## src/rtl/pwm_pkg.sv

```systemverilog
// Shared definitions for the PWM peripheral: SPI command decode FSM
// encoding, command byte bit positions and the register file map.
package pwm_pkg;

    localparam int unsigned BYTE_W      = 8;
    localparam int unsigned ADDR_W_DEF  = 6;
    localparam int unsigned ADDR_LIM_DEF = 20;

    // Command byte: [7] = R/W (1 = write), [6] = hl, [ADDR_W-1:0] = address
    localparam int unsigned CMD_RW_BIT = 7;
    localparam int unsigned CMD_HL_BIT = 6;

    typedef enum logic [1:0] {
        S_CMD  = 2'd0,
        S_RD   = 2'd1,
        S_DATA = 2'd2
    } dec_state_t;

    // Register file map (20 mapped addresses, 0..19)
    localparam logic [5:0] REG_CTRL     = 6'd0;
    localparam logic [5:0] REG_STATUS   = 6'd1;
    localparam logic [5:0] REG_PRESCALE = 6'd2;
    localparam logic [5:0] REG_PERIOD   = 6'd3;
    localparam logic [5:0] REG_DUTY0    = 6'd4;
    localparam logic [5:0] REG_DUTY7    = 6'd11;
    localparam logic [5:0] REG_PHASE0   = 6'd12;
    localparam logic [5:0] REG_PHASE7   = 6'd19;

endpackage : pwm_pkg

```

## src/rtl/instr_decode.sv

```systemverilog
// instr_decode: decodes two-byte SPI frames (command byte, data byte) coming
// from the SPI bridge into single-cycle read/write strobes for the PWM
// register file, and returns read data to the bridge transmit byte.
//
// Ports:
//   clk, rst_n        clock, asynchronous active-low reset
//   cs_n              synchronised chip select; high aborts the frame
//   byte_sync,data_in received-byte strobe and byte from the bridge
//   data_out          byte shifted out on MISO during the next byte slot
//   read, write       one-cycle register strobes (never both high)
//   addr, hl          register address and byte-lane select
//   data_read         register file read data (combinational from addr)
//   data_write        write data, valid while write is high
//   err               sticky illegal-address flag
//
// Build option: define INSTR_DECODE_ERR_EN to reject addresses >= ADDR_LIMIT
// (strobe suppressed, reads return 8'h00, err set until reset). Without it
// err is tied low and every address is passed through.
module instr_decode
    import pwm_pkg::*;
#(
    parameter int unsigned ADDR_W     = ADDR_W_DEF,
    parameter int unsigned ADDR_LIMIT = ADDR_LIM_DEF
) (
    input  logic              clk,
    input  logic              rst_n,
    input  logic              cs_n,
    input  logic              byte_sync,
    input  logic [7:0]        data_in,
    output logic [7:0]        data_out,
    output logic              read,
    output logic              write,
    output logic [ADDR_W-1:0] addr,
    output logic              hl,
    input  logic [7:0]        data_read,
    output logic [7:0]        data_write,
    output logic              err
);

    // Reject out-of-range parameters at elaboration
    if (ADDR_W < 1 || ADDR_W > 6 || ADDR_LIMIT < 1) begin : g_param_check
        $error("instr_decode: ADDR_W must be 1..6 and ADDR_LIMIT >= 1");
    end

    dec_state_t r_state;
    logic       r_rw;
    logic       r_illegal;

    logic              w_frame_byte;
    logic [ADDR_W-1:0] w_cmd_addr;
    logic              w_illegal;

    assign w_frame_byte = byte_sync & ~cs_n;
    assign w_cmd_addr   = data_in[ADDR_W-1:0];

`ifdef INSTR_DECODE_ERR_EN
    assign w_illegal = 32'(w_cmd_addr) >= ADDR_LIMIT;

    // Sticky error: set on any illegal command byte, cleared only by reset
    always_ff @(posedge clk or negedge rst_n) begin
        if (!rst_n) begin
            err <= 1'b0;
        end else if (r_state == S_CMD && w_frame_byte && w_illegal) begin
            err <= 1'b1;
        end
    end
`else
    assign w_illegal = 1'b0;
    assign err       = 1'b0;
`endif

    // Frame FSM with registered strobes and datapath outputs
    always_ff @(posedge clk or negedge rst_n) begin
        if (!rst_n) begin
            r_state    <= S_CMD;
            r_rw       <= 1'b0;
            r_illegal  <= 1'b0;
            data_out   <= 8'h00;
            read       <= 1'b0;
            write      <= 1'b0;
            addr       <= '0;
            hl         <= 1'b0;
            data_write <= 8'h00;
        end else begin
            read  <= 1'b0;
            write <= 1'b0;
            case (r_state)
                S_CMD: begin
                    if (w_frame_byte) begin
                        addr      <= w_cmd_addr;
                        hl        <= data_in[CMD_HL_BIT];
                        r_rw      <= data_in[CMD_RW_BIT];
                        r_illegal <= w_illegal;
                        if (data_in[CMD_RW_BIT]) begin
                            r_state <= S_DATA;
                        end else begin
                            read    <= ~w_illegal;
                            r_state <= S_RD;
                        end
                    end
                end
                S_RD: begin
                    // addr is stable here, so data_read reflects the target
                    data_out <= r_illegal ? 8'h00 : data_read;
                    r_state  <= S_DATA;
                end
                S_DATA: begin
                    if (w_frame_byte) begin
                        if (r_rw && !r_illegal) begin
                            write      <= 1'b1;
                            data_write <= data_in;
                        end
                        r_state <= S_CMD;
                    end
                end
                default: r_state <= S_CMD;
            endcase
            // Chip select deassertion aborts the frame from any state
            if (cs_n) begin
                r_state <= S_CMD;
            end
        end
    end

endmodule : instr_decode

```

## config.mk

```make
export PLATFORM = sky130hd
export DESIGN_NAME = instr_decode
export DESIGN_NICKNAME = d
export VERILOG_FILES = /design/src/rtl/pwm_pkg.sv /design/src/rtl/instr_decode.sv
export SDC_FILE = /design/constraint.sdc
export NUM_CORES = 1
export LEC_CHECK = 0
export BUFFER_PORTS_ARGS = -buffer_cell sky130_fd_sc_hd__clkbuf_2
export CAP_MARGIN = 20
export CORE_MARGIN = 2
export CORE_UTILIZATION = 39
export DETAILED_ROUTE_END_ITERATION = 10
export HOLD_SLACK_MARGIN = 0.08
export PLACE_DENSITY = 0.69
export RECOVER_POWER = 50
export SYNTH_ARGS = -nofsm -noshare
export SYNTH_HDL_FRONTEND = slang
export SYNTH_SLANG_ARGS = --single-unit
```

## constraint.sdc

```tcl
create_clock -name clk -period 3.9 [get_ports clk]
set_input_delay 0.585 -clock clk [delete_from_list [all_inputs] [get_ports clk]]
set_output_delay 0.585 -clock clk [all_outputs]
set_load 0.01 [all_outputs]
```

==> qor.yml, run 1 <==
outcome:
  status: "finished with violations"
  violations: "capacitance limit, slew limit"
yosys:
  yosysUniqueCellTypes: 13
  synthTopCellsByArea: "dfrtp_1 65%, mux2_2 25%, nor4b_4 2.2%, nor2b_1 1.2%, a21oi_1 0.93%"
  syn-cell-area_um2: 1070
  ys.warnings.count: 0
  ys_ff_latch: 28
  synthesis.instances: 67
  yosys-top-cells-count: "28 x dfrtp_1, 24 x mux2_2"
  synth_ff_type: "dfrtp_1"
  synth_top_area_cell: "dfrtp_1"
  synth_most_common_cell: "dfrtp_1"
  ys_seq_area_frac: 0.653
  ys_async_sr_fraction: 1.00
  synth_top_area_frac: 0.653
  syn-mean-instance-area_um2: 16.0
  synth_edf_count: 0
  synth_nets: 87
clock_tree:
  clkLatencyLatePin_ns: 0.31
  cts-root-buf: "clkbuf_4"
  cts_tree: "built"
  cts_resized: 0
  clockBufferDepth: 2
  cts_sinks: 28
  cts_buffers: 3
  ctsHoldBuffers: 0
  path_clk_slew_ns: 0.13
  cts_setup_buffers: 0
  htreeDepth: 1
worst_setup_path:
  crit_path_end: "addr[4]"
  critPathRequiredTime_ns: 4.11
  worst-r2r-setup-slack_ns: 1.51
  reg2reg_from: "r_state[0]"
  reg2regPathDepth: 2
  start_kind: "register"
  rr_endpoint: "addr[4]"
  endpoint_kind: "register"
  startpoint: "r_state[0]"
  crit_type: "reg2reg"
  path_max_fanout: 10
  worstPathArrival_ns: 2.60
pwr:
  power.leakage_nw: 0.664
  total_power_mw: 0.696
  ir_drop_v: 0.000321
  power_density_nw_per_um2: 527
floorplan:
  start_util: 0.399
  core_um2: 2690
  die_x_um: 56.4
  rows: 19
  die-area_um2: 3180
  io_pins: 46
  fp.dieH_um: 56.4
sta:
  setup_violations: 0
  finalSetupTns_ns: 0
  tightestPinTransition_ns: 1.71
  maxSlewHeadroom: -0.157
  hold_viol: 0
  hold_slack_ns: 0.450
  rsz0062_at_grt: "false"
  fmax_ghz: 0.419
  drv_slew: 11
  finalCriticalPeriod_ns: 2.39
  final.setup_skew_ns: 0.00178
  finalCritPeriodShare: 0.612
  fin_ws_ns: 1.51
drt:
  dr.pass1.iters: 2
  vias: 701
  postRouteAntennaNets: 0
  post_drt_wl_per_cell_um: 12.6
  wl_met2_um: 825
  drt-initial-drc-count: 5
  wl_met1_um: 791
  dr_wl_met3_um: 172
  drc: 0
  viasPerCell: 4.94
  top_layer_used: "met3"
  drt_wl_total_um: 1790
cells_and_area:
  fin_util: 0.491
  area_growth_pct: 23.1
  stdcell_count: 142
  drive_gt1_frac: 0.640
  fillers: 245
  postLayoutCellArea_um2: 1320
  nets: 133
  antenna_cells: 0
place:
  placed_cell_area_um2: 1310
  post-place-ws_ns: 2.05
  port_buffers: 44
  gp_routability_congestion: 0.663
  dp_hpwl_um: 1370
  placedCellCount: 139
global_route:
  antenna_found_initial: 0
  track_usage: 0.121
  overflow: 0
  grt_pass1_vias: 687
  grt_first_pass_wirelength_um: 2990
  grt_max_degree: 29
worst_hold_path:
  min_path_type: "in2reg"
  whs_path_depth: 2
flow_run:
  maxCapViolations: 1
-- worst min path at each step --
stage,from,endpoint
final,cs_n,r_state[1]
after global routing,cs_n,r_state[1]
after CTS,rst_n,data_out[7]
after detailed placement,data_out[2],data_out[2]
after global placement,data_out[0],data_out[0]
after floorplan,rst_n,addr[0]
-- placed cells by master (no fill, tap or decap), drive strengths merged --
master	count
mux2	24
or2	1
nor4b	1
clkbuf	47
nor2b	2
nor2	2
dfrtp	28
and4	1
conb	1
a21oi	2
nand2	1
or2b	1
-- worst max-delay path: stages (launching register included) --
cell and delay [ns]:
dfrtp_1 0.45, nor4b_1 1.40, mux2_2 0.44
-- layout make-up --
| class | count | area [µm²] | area share |
|---|---|---|---|
| Sequential cell | 28 | 701 | 0.531 |
| Clock buffer | 3 | 22.5 | 0.0171 |
| Tap cell | 31 | 38.8 | 0.0294 |
| Timing Repair Buffer | 44 | 219 | 0.166 |
| Multi-Input combinational cell | 36 | 339 | 0.257 |
-- per-layer routing --
layer	global-route usage	vias to the layer above
met5	0	-
met4	0.0204	0
met3	0.0484	0
met2	0.194	37
met1	0.157	345
li1	-	319
-- power by group --
part | internal (mW) | switching, mW | total [mW]
clock | 0.0361 | 0.0734 | 0.109
combinational | 0.105 | 0.0875 | 0.192
sequential | 0.360 | 0.0348 | 0.395
total | 0.501 | 0.196 | 0.696
-- cells by family (layout without fill, tap and decap cells) --
kind of cell	count (synthesis)	in the layout	synth area share
DFF	28	28	0.653
muxes	24	24	0.252
and+or+nand+nor	9	9	0.0653
buffers and inverters	3	47	0.0163
AOI/OAI and AO/OA	2	2	0.00934
other	1	1	0.00350
-- sequential cells by signal (all words and copies together), names as in the netlist --
| signal | flops |
|---|---|
| write | 1 |
| r_rw | 1 |
| addr | 6 |
| r_state | 2 |
| read | 1 |
| hl | 1 |
| data_out | 8 |
| data_write | 8 |
No activity file was read; power rests on OpenSTA's default activity.
==> inputs of run 2 (changes only) <==
- PLACE_DENSITY: 0.69 -> 0.71
- clock period: 3.9 -> 1.98 ns (I/O delays scaled with it)
==> run 2 against run 1 <==
Worst hold slack got worse by 0.27 ns. Largest cell class unchanged. Highest routed layer unchanged. Clock power is 150% higher. Final cell count is 2.1% higher. The run now ends clean. Utilization rose by 1.3 points. Count of clock-buffer cells in the layout up 1.
==> qor.yml, run 2 (synthesis gave the netlist of run 1 again) <==
drt:
  drc: 0
  drt_wl_total_um: 1930
  viasPerCell: 4.81
  vias: 698
  drt-initial-drc-count: 5
  postRouteAntennaNets: 0
  post_drt_wl_per_cell_um: 13.3
  dr.pass1.iters: 2
worst_setup_path:
  rr_endpoint: "data_write[6]"
  path_depth: 3
  reg2reg_from: "r_state[0]"
  max_stage_delay_ns: 0.47
  crit_type: "reg2reg"
  cp_num_buf_inv: 0
  path_max_fanout: 9
  crit_path_end: "data_write[6]"
  endpoint_kind: "register"
  critPathRequiredTime_ns: 2.20
  startpoint: "r_state[0]"
  start_kind: "register"
  worst-r2r-setup-slack_ns: 0.46
  critPathSlowestCell: "dfrtp_1"
  reg2regPathDepth: 3
  worstPathArrival_ns: 1.74
  path_cells: "nor2_1 > and4_1 > mux2_2"
  crit_family: "simple AND/OR/NAND/NOR gates"
place:
  dp_hpwl_um: 1430
  placed_cell_area_um2: 1320
  port_buffers: 44
  gp_routability_congestion: 0.665
  placedCellCount: 140
clock_tree:
  clkLatencyLatePin_ns: 0.32
  cts_buffers: 3
  path_clk_slew_ns: 0.15
  cts_sinks: 28
  cts_tree: "built"
  htreeDepth: 1
  clockBufferDepth: 2
  cts_resized: 0
  cts-root-buf: "clkbuf_4"
global_route:
  grt_pass1_vias: 758
  track_usage: 0.130
  grt_max_degree: 29
  overflow: 0
  antenna_found_initial: 0
  grt_first_pass_wirelength_um: 3240
cells_and_area:
  drive_gt1_frac: 0.561
  multiInputGateArea_um2: 354
  postLayoutCellArea_um2: 1350
  antenna_cells: 0
  nets: 135
  fillers: 254
  layout_commonest_cell: "clkbuf_2"
  seq_area_um2: 701
  stdcell_count: 145
  layout_common_cells: "33 x clkbuf_2, 28 x dfrtp_1, 24 x mux2_2, 11 x clkbuf_1, 3 x clkbuf_4"
  top_regs: "data_out (8), data_write (8), addr (6)"
  area_growth_pct: 26.3
  fin_util: 0.504
flow_run:
  maxCapViolations: 0
floorplan:
  core_um2: 2690
  start_util: 0.399
  fp.dieH_um: 56.4
  die-area_um2: 3180
  rows: 19
  io_pins: 46
  die_x_um: 56.4
sta:
  hold_slack_ns: 0.175
  fmax_ghz: 0.658
  finalCriticalPeriod_ns: 1.52
  setup_violations: 0
  finalCritPeriodShare: 0.768
  hold_viol: 0
  finalSetupTns_ns: 0
  tightestPinTransition_ns: 0.675
  maxSlewHeadroom: 0.550
  drv_slew: 0
  rsz0062_at_grt: "false"
  final.setup_skew_ns: 0.00989
pwr:
  swShare: 0.286
  power.leakage_nw: 0.656
  intPower_mw: 1.02
  ir_drop_v: 0.000500
  switchingPower_mw: 0.408
  power_density_nw_per_um2: 1050
  clkPwrFrac: 0.190
  comb_power_share: 0.262
  power_frac_seq: 0.548
outcome:
  status: "finished clean"
worst_hold_path:
  min_path_type: "in2reg"
run 2: what timing repair did:
action / CTS / global route
hold endpoints to repair: 28 / 0
hold buffers: 1 / 0
setup buffers: 0 / 0
run 2: worst register-to-register path, delay by kind of cell, from the launching register on:
| kind | cells | cell delay, ns |
|---|---|---|
| and+or+nand+nor | 2 | 0.56 |
| DFF | 1 | 0.47 |
| muxes | 1 | 0.38 |
run 2: routing by layer:
| metal | track usage | wire length (µm) |
|---|---|---|
| met3 | 0.0276 | 144 |
| met5 | 0 | 0 |
| met1 | 0.179 | 857 |
| met2 | 0.201 | 924 |
| met4 | 0.0476 | 0 |
run 2: layout make-up:
class / count / share of cell area
Timing Repair Buffer: 46 / 0.165
Multi-Input combinational cell: 36 / 0.262
Sequential cell: 28 / 0.518
Clock buffer: 4 / 0.0268
Tap cell: 31 / 0.0287
run 2: power groups by stage:
stage	registers (mW)	clock network, mW	logic [mW]
4_1_cts	0.785	0.290	0.396
6_report	0.782	0.271	0.374
3_5_place_dp	0.794	0	0.395
5_1_grt	0.804	0.305	0.407
2_1_floorplan	0.852	0	0.140
3_3_place_gp	0.787	0	0.383
run 2: worst min-delay path by stage:
stage,startpoint,to,cells past startpoint,slack (ns)
global route,cs_n,r_state[1],2,0.15
CTS,cs_n,r_state[1],2,0.16
finish,cs_n,r_state[1],2,0.18
detailed placement,rst_n,data_out[5],1,0.37
global placement,rst_n,data_out[4],1,0.36
floorplan,rst_n,addr[0],0,0.001
run 2: stage by stage:
| stage | worst slack (ns) | total power, mW |
|---|---|---|
| floorplan | 0.579 | 0.992 |
| global placement | 0.516 | 1.17 |
| detailed placement | 0.491 | 1.19 |
| CTS | 0.460 | 1.47 |
| global route | 0.392 | 1.52 |
| finish | 0.460 | 1.43 |
==> inputs of run 3 (changes only) <==
- PLACE_DENSITY: 0.71 -> 0.69
- clock period: 1.98 -> 1.45 ns (I/O delays scaled with it)
==> run 3 against run 2 <==
Sequential cell count stayed put. Power increased by 38%. Die area did not move. Clock power is 43% higher. Critical path depth stayed put.
==> qor.yml, run 3 (synthesis gave the netlist of run 1 again) <==
worst_setup_path:
  path_depth: 3
  critPathRequiredTime_ns: 1.68
  rr_endpoint: "addr[5]"
  path_cells: "nor4b_4 > buf_6 > mux2_2"
  cp_num_buf_inv: 1
  crit_family: "flip-flops"
  path_max_fanout: 10
  endpoint_kind: "register"
  max_stage_delay_ns: 0.48
  reg2regPathDepth: 3
  worst-r2r-setup-slack_ns: 0.07
  worstPathArrival_ns: 1.61
  reg2reg_from: "r_state[0]"
  start_kind: "register"
  critPathSlowestCell: "dfrtp_2"
  crit_type: "reg2reg"
sta:
  setup_violations: 0
  maxSlewHeadroom: 0.547
  finalCriticalPeriod_ns: 1.38
  tightestPinTransition_ns: 0.680
  fmax_ghz: 0.724
  rsz0062_at_grt: "false"
  hold_viol: 0
  final.setup_skew_ns: 0.0106
  finalSetupTns_ns: 0
  hold_slack_ns: 0.103
  finalCritPeriodShare: 0.952
  drv_slew: 0
pwr:
  swShare: 0.290
  switchingPower_mw: 0.569
  comb_power_share: 0.262
  intPower_mw: 1.40
  power_density_nw_per_um2: 1410
  power_frac_seq: 0.541
  ir_drop_v: 0.000810
  power.leakage_nw: 0.672
  clkPwrFrac: 0.197
  total_power_mw: 1.97
global_route:
  grt_first_pass_wirelength_um: 3320
  overflow: 0
  track_usage: 0.134
  grt_pass1_vias: 749
  grt_max_degree: 29
  antenna_found_initial: 0
clock_tree:
  clkLatencyLatePin_ns: 0.33
  cts_setup_buffers: 0
  cts_buffers: 3
  htreeDepth: 1
  cts-root-buf: "clkbuf_4"
  path_clk_slew_ns: 0.16
  cts_sinks: 28
  clockBufferDepth: 2
  cts_tree: "built"
cells_and_area:
  stdcell_count: 148
  layout_common_cells: "33 x clkbuf_2, 27 x dfrtp_1, 24 x mux2_2, 11 x clkbuf_1, 3 x clkbuf_4"
  antenna_cells: 0
  area_growth_pct: 29.9
  layout_commonest_cell: "clkbuf_2"
  nets: 138
  postLayoutCellArea_um2: 1390
  drive_gt1_frac: 0.590
  top_regs: "data_out (8), data_write (8), addr (6)"
worst_hold_path:
  min_path_type: "in2reg"
  whs_path_depth: 2
  hp-start: "cs_n"
  min_to: "r_state[1]"
place:
  port_buffers: 44
  placedCellCount: 142
  gp_routability_congestion: 0.747
  placed_cell_area_um2: 1340
  dp_hpwl_um: 1470
floorplan:
  die_x_um: 56.4
  rows: 19
  fp.dieH_um: 56.4
  io_pins: 46
  die-area_um2: 3180
  core_um2: 2690
  start_util: 0.399
drt:
  dr.pass1.iters: 3
  drc: 0
  vias: 712
  post_drt_wl_per_cell_um: 13.2
  drt-initial-drc-count: 13
  drt_wl_total_um: 1960
  postRouteAntennaNets: 0
  viasPerCell: 4.81
flow_run:
  maxCapViolations: 0
outcome:
  status: "finished clean"
## run 3: what timing repair did
item	CTS	global route
gates resized for setup	0	5
hold buffers	2	0
setup endpoints to repair	0	13
endpoints found under the hold margin	30	0
## run 3: how the worst max path moves through the flow
stage | start | to | slack (ns)
floorplan | r_state[0] | addr[0] | 0.05
global placement | r_state[0] | data_write[4] | 0.10
detailed placement | r_state[0] | addr[5] | 0.06
CTS | r_state[0] | addr[5] | 0.03
global route | r_state[0] | data_write[5] | 0.01
finish | r_state[0] | addr[5] | 0.07
## run 3: per-stage QoR
| step | util | worst slack, ns |
|---|---|---|
| floorplan | - | 0.0494 |
| global placement | 0.497 | 0.101 |
| detailed placement | 0.497 | 0.0609 |
| CTS | 0.518 | 0.0289 |
| global route | 0.518 | 0.0105 |
| finish | 0.518 | 0.0694 |
## run 3: layout make-up
cell class	count	area, µm²
Fill cell	235	1290
Sequential cell	28	702
Tap cell	31	38.8
Timing Repair Buffer	49	256
Multi-Input combinational cell	36	359
Clock buffer	4	36.3
## run 3: power by group through the flow
stage                     combinational, mW  sequential, mW  clock (mW)
after global routing                  0.564            1.09       0.415
final                                 0.516            1.06       0.387
after global placement                0.526            1.07           0
after detailed placement              0.540            1.08           0
after floorplan                       0.192            1.16           0
after CTS                             0.544            1.07       0.396
## run 3: layer usage
metal,wire [µm],global-route usage,up-vias
met5,0,0,-
met4,0,0.0510,0
met3,126,0.0230,0
met2,974,0.231,34
met1,855,0.168,352
li1,-,-,326
